**src/rtl/branch_cond_unit.sv**
```systemverilog
// branch_cond_unit
//   Consumer side of the C/Z/N flag register. A start request latches a
//   condition code and two candidate PCs. The unit then waits until no flag
//   load is pending, or until the stall budget runs out, and snapshots C/Z/N.
//   It evaluates the condition and holds the resolved next PC until the
//   controller acknowledges it. It also keeps saturating statistics of taken
//   and not-taken resolutions.
//
//   State table
//     state  | meaning
//     IDLE   | waiting for start
//     WAIT   | waiting for pending flag loads to drain (bounded by MAX_STALL)
//     EVAL   | evaluate condition from the snapshot, update counters
//     DONE   | result valid, waiting for ack
//
// Ports
//   clk, rst            : clock, synchronous active-high reset
//   start, cond, target,
//   pc_next             : request and its operands (sampled in IDLE)
//   C, Z, N             : current flag register values
//   LdC, LdZ, LdN       : flag loads this cycle (flags change at next edge)
//   ack                 : controller consumed the result
//   busy, done          : status (busy = not IDLE, done = DONE)
//   taken, next_pc,
//   illegal, stall_err  : result, qualified by done, held until next EVAL
//   taken_cnt,
//   ntaken_cnt          : saturating resolution statistics

module branch_cond_unit #(
    parameter int AW        = 32,
    parameter int CNT_W     = 16,
    parameter int MAX_STALL = 8
) (
    input  logic             clk,
    input  logic             rst,
    input  logic             start,
    input  logic [3:0]       cond,
    input  logic [AW-1:0]    target,
    input  logic [AW-1:0]    pc_next,
    input  logic             C,
    input  logic             Z,
    input  logic             N,
    input  logic             LdC,
    input  logic             LdZ,
    input  logic             LdN,
    input  logic             ack,
    output logic             busy,
    output logic             done,
    output logic             taken,
    output logic [AW-1:0]    next_pc,
    output logic             illegal,
    output logic             stall_err,
    output logic [CNT_W-1:0] taken_cnt,
    output logic [CNT_W-1:0] ntaken_cnt
);

    localparam int SW = (MAX_STALL > 1) ? $clog2(MAX_STALL) : 1;
    localparam logic [SW-1:0] STALL_LAST = SW'(MAX_STALL - 1);

    typedef enum logic [1:0] {
        S_IDLE = 2'd0,
        S_WAIT = 2'd1,
        S_EVAL = 2'd2,
        S_DONE = 2'd3
    } state_t;

    state_t          state;
    logic [3:0]      cond_q;
    logic [AW-1:0]   target_q;
    logic [AW-1:0]   pc_next_q;
    logic            c_snap;
    logic            z_snap;
    logic            n_snap;
    logic [SW-1:0]   stall_cnt;
    logic            forced_q;
    logic            ld_any;
    logic            cond_true;
    logic            cond_legal;

    assign ld_any = LdC | LdZ | LdN;

    // Condition evaluation always works on the snapshot, never on live flags.
    always_comb begin
        cond_true  = 1'b0;
        cond_legal = 1'b1;
        case (cond_q)
            4'd0:    cond_true = 1'b1;
            4'd1:    cond_true = z_snap;
            4'd2:    cond_true = ~z_snap;
            4'd3:    cond_true = c_snap;
            4'd4:    cond_true = ~c_snap;
            4'd5:    cond_true = n_snap;
            4'd6:    cond_true = ~n_snap;
            4'd7:    cond_true = c_snap & ~z_snap;
            4'd8:    cond_true = ~c_snap | z_snap;
            4'd9:    cond_true = ~z_snap & ~n_snap;
            4'd10:   cond_true = z_snap | n_snap;
            default: cond_legal = 1'b0;
        endcase
    end

    assign busy = (state != S_IDLE);
    assign done = (state == S_DONE);

    always_ff @(posedge clk) begin
        if (rst) begin
            state      <= S_IDLE;
            cond_q     <= '0;
            target_q   <= '0;
            pc_next_q  <= '0;
            c_snap     <= 1'b0;
            z_snap     <= 1'b0;
            n_snap     <= 1'b0;
            stall_cnt  <= '0;
            forced_q   <= 1'b0;
            taken      <= 1'b0;
            next_pc    <= '0;
            illegal    <= 1'b0;
            stall_err  <= 1'b0;
            taken_cnt  <= '0;
            ntaken_cnt <= '0;
        end else begin
            case (state)
                S_IDLE: begin
                    if (start) begin
                        cond_q    <= cond;
                        target_q  <= target;
                        pc_next_q <= pc_next;
                        stall_cnt <= '0;
                        forced_q  <= 1'b0;
                        state     <= S_WAIT;
                    end
                end
                S_WAIT: begin
                    if (!ld_any) begin
                        c_snap <= C;
                        z_snap <= Z;
                        n_snap <= N;
                        state  <= S_EVAL;
                    end else if (stall_cnt < STALL_LAST) begin
                        stall_cnt <= stall_cnt + SW'(1);
                    end else begin
                        // Stall budget exhausted: take the flags as they are now.
                        c_snap   <= C;
                        z_snap   <= Z;
                        n_snap   <= N;
                        forced_q <= 1'b1;
                        state    <= S_EVAL;
                    end
                end
                S_EVAL: begin
                    taken     <= cond_legal & cond_true;
                    illegal   <= ~cond_legal;
                    stall_err <= forced_q;
                    next_pc   <= (cond_legal && cond_true) ? target_q : pc_next_q;
                    if (cond_legal) begin
                        if (cond_true) begin
                            if (taken_cnt != '1)
                                taken_cnt <= taken_cnt + CNT_W'(1);
                        end else begin
                            if (ntaken_cnt != '1)
                                ntaken_cnt <= ntaken_cnt + CNT_W'(1);
                        end
                    end
                    state <= S_DONE;
                end
                S_DONE: begin
                    // A start coinciding with ack is dropped; IDLE must see it afresh.
                    if (ack)
                        state <= S_IDLE;
                end
                default: state <= S_IDLE;
            endcase
        end
    end

endmodule
```
**config.mk**
```make
export PLATFORM = sky130hd
export DESIGN_NAME = branch_cond_unit
export DESIGN_NICKNAME = d
export VERILOG_FILES = /design/src/rtl/branch_cond_unit.sv
export SDC_FILE = /design/constraint.sdc
export NUM_CORES = 1
export LEC_CHECK = 0
export ABC_AREA = 1
export CAP_MARGIN = 20
export CORE_MARGIN = 2
export CORE_UTILIZATION = 43
export CTS_CLUSTER_SIZE = 25
export DETAILED_ROUTE_END_ITERATION = 10
export PLACE_DENSITY = 0.74
export SLEW_MARGIN = 30
export SYNTH_ARGS = -nofsm -noshare
export SYNTH_HDL_FRONTEND = slang
export SYNTH_SLANG_ARGS = --single-unit
```
**constraint.sdc**
```tcl
create_clock -name clk -period 1.5 [get_ports clk]
set_input_delay 0.3 -clock clk [delete_from_list [all_inputs] [get_ports clk]]
set_output_delay 0.3 -clock clk [all_outputs]
set_load 0.005 [all_outputs]
```
==> reports/results.tsv <==
stage	metric	value	unit
logic_synthesis	synth_cell_type_count	30	
timing	setup_violations	65	
drt	drt_iter0_drc	439	
power_and_ir_drop	p_per_area	1586	nW/µm²
timing	finalMaxSlewViolations	0	
setup_path	worstSetupEndpointType	flop	
clock_tree	cts_tree	built	
grt	grt_start_max_net_pins	51	
drt	via_count	6801	
place	hpwl	12050	µm
logic_synthesis	ys_warn_count	0	
flow_run	drv_cap	0	
timing	slew_headroom	0.7704	
min_path	hold_class	in -> reg	
power_and_ir_drop	ir_drop	965.4	µV
logic_synthesis	syn-cell-area	6322	µm²
timing	hold_violations	0	
logic_synthesis	ys.flop_type	dfxtp_1	
die	rows	44	
place	gp_congestion	0.8645	
finish	num-nets-final	1191	
drt	remaining_drc_errors	0	
logic_synthesis	synth_cells	874	
drt	highest_layer	met4	
die	ios	147	
logic_synthesis	yosysMostFrequentCell	nand2_1	
die	initial_core_util	0.4383	
drt	firstDrtPassIters	5	
logic_synthesis	synth_seq_cells	144	
logic_synthesis	synth_top_area_cell	dfxtp_1	
drt	wl_met3	1245	µm
die	core_area	14420	µm²
timing	worst-slew-pin-transition	343.2	ps
logic_synthesis	synth_edf_count	0	
clock_tree	clk_pin_slew	50	ps
setup_path	cp_max_fo	7	
logic_synthesis	synth_top_area_frac	0.4560	
logic_synthesis	async_flop_share	0	
drt	met1Wirelength	8511	µm
run_status	violations	negative setup slack	
drt	met2_length	10560	µm
timing	finClkSkew	6.322	ps
timing	setup_ws	-238.0	ps
grt	grt_usage	0.2568	
setup_path	arrival	2090	ps
drt	postRouteAntennaNets	0	
drt	wl_per_cell	16.02	µm
clock_tree	cts-root-buf	clkbuf_16	
run_status	outcome	complete, but fails checks	
setup_path	crit_type	reg -> reg	
logic_synthesis	yosysSeqAreaShare	0.4560	
timing	fin_crit_sh	1.159	
clock_tree	worstSkewPairLatency	430	ps
logic_synthesis	synth_commonest_cells	nand2_1, dfxtp_1, a21oi_1	
logic_synthesis	ys_top_cells_by_area	dfxtp_1, a21oi_1, nand2_1	
logic_synthesis	syn_avg_cell_area	7.234	µm²
grt	gr-total-overflow	0	
clock_tree	h-tree-depth	4	
setup_path	start_kind	flop	
timing	finalSetupTns	-9506	ps
finish	layout-drive-gt1-share	0.3321	
die	dieArea	15690	µm²
logic_synthesis	syn_nets	959	
finish	utilization	0.7286	
power_and_ir_drop	p_leak	4.302	nW
grt	grt_pass1_wl	32400	µm
finish	areaGrowthSynthToFinish	66.22	%
timing	grt_setup_unrepaired	yes	
grt	grt_pass1_vias	6605	
die	die_h	125.3	µm
place	io_buffer_count	146	
timing	post-route-min-period	1738	ps
clock_tree	cts.sinks	144	
drt	routed_wl	20860	µm
setup_path	cp.required	1850	ps
die	die_x	125.3	µm
drt	drt-vias-per-instance	5.224	
clock_tree	cts_max_path_buffers	2	
clock_tree	cts_buffers	17	
timing	clock.fmax	0.5754	GHz
grt	antenna_found_initial	1	
[layer usage]
| layer | global-route usage | vias to the layer above |
|---|---|---|
| li1 | - | 3346 |
| met4 | 0.1072 | 0 |
| met2 | 0.4524 | 253 |
| met3 | 0.04279 | 52 |
| met1 | 0.3107 | 3150 |
| met5 | 0 | - |
[path summary, 6_finish.rpt]
path | from | endpoint | slack, ps | depth (start not counted)
hold / removal | rst | next_pc[4] | 380 | 3
hold reg to reg | pc_next_q[17] | pc_next_q[17] | 450 | 2
setup reg to reg | cond_q[0] | next_pc[4] | -240 | 12
setup / recovery | cond_q[0] | next_pc[4] | -240 | 12
[registers in the layout (all words and copies together) (netlist names), 2 cells and up]
name and flops:
state 2, pc_next_q 32, next_pc 32, ntaken_cnt 16, stall_cnt 3, taken_cnt 16, cond_q 4, target_q 32
[cell type report]
type | instances | area [µm²]
fillers | 1096 | 3915
multi-input cells | 581 | 3699
flip-flops and latches | 144 | 2958
repair buffers | 262 | 2628
clock buffers | 21 | 480.5
inverters | 99 | 392.9
well taps | 184 | 230.2
clock inverters | 9 | 107.6
repair inverters | 1 | 11.26
diodes | 1 | 2.502
[critical path, cell delays in order (launching register included)]
cell,delay [ps]
dfxtp_4,390
nor2_2,50
nand2_1,80
buf_6,110
o21ai_4,50
o21ai_4,180
buf_12,140
buf_12,130
nand2_8,90
buf_16,170
nand2_4,60
nand3_2,70
a21oi_2,140
[timing repair]
action,CTS,global route
hold buffers,0,0
pin swaps,47,42
endpoints found under the setup margin,136,91
gates cloned,12,0
resized for setup,278,98
buffers inserted,19,4
[cells by family after synthesis]
family	synth area share
fa+ha+maj	0.01385
buf+inv	0.09143
compound gates	0.1813
simple gates	0.2201
flops	0.4560
xor+xnor	0.03740
[cells in the final DEF, fill, tap and decap left out, types with 3 or more instances in the layout]
cell type        instances
buf_16                   5
nand2_4                 32
dfxtp_4                  5
inv_2                    9
dlygate4sd2_1           67
a21oi_2                 29
a21oi_1                112
clkdlybuf4s50_1         76
xnor2_1                 12
nand3_4                  5
nand2_8                  3
nor2_1                  32
buf_6                   13
inv_1                   87
nand2_1                 92
buf_4                   78
nand2_2                 27
o21ai_0                 74
xor2_1                  15
nor2_2                  10
clkinv_2                 4
nor2_4                   4
nor3_1                   6
dfxtp_1                 94
nand3_2                 39
clkbuf_8                 4
clkbuf_16               17
dfxtp_2                 45
nand3_1                 67
buf_12                  19
ha_4                     4
[metrics by stage]
| step | power (W) | std cells | cell area [µm²] | hold WS (ps) | setup slack (ps) |
|---|---|---|---|---|---|
| floorplan | 0.007693 | 874 | 6345 | 429.7 | -57.37 |
| global placement | 0.009847 | 1242 | 8588 | 437.0 | -55.18 |
| detailed placement | 0.009952 | 1242 | 8588 | 441.5 | -132.4 |
| CTS | 0.01621 | 1303 | 10220 | 367.2 | -183.7 |
| global route | 0.01747 | 1302 | 10510 | 386.2 | -311.4 |
| finish | 0.01666 | 1302 | 10510 | 375.2 | -238.0 |
[power breakdown]
| part | switching, W | internal, W | leakage [nW] |
|---|---|---|---|
| registers | 0.000346 | 0.00461 | 1.20 |
| clock network | 0.00163 | 0.00260 | 0.287 |
| logic | 0.00412 | 0.00335 | 2.81 |
(Power assumes the default switching activity.)
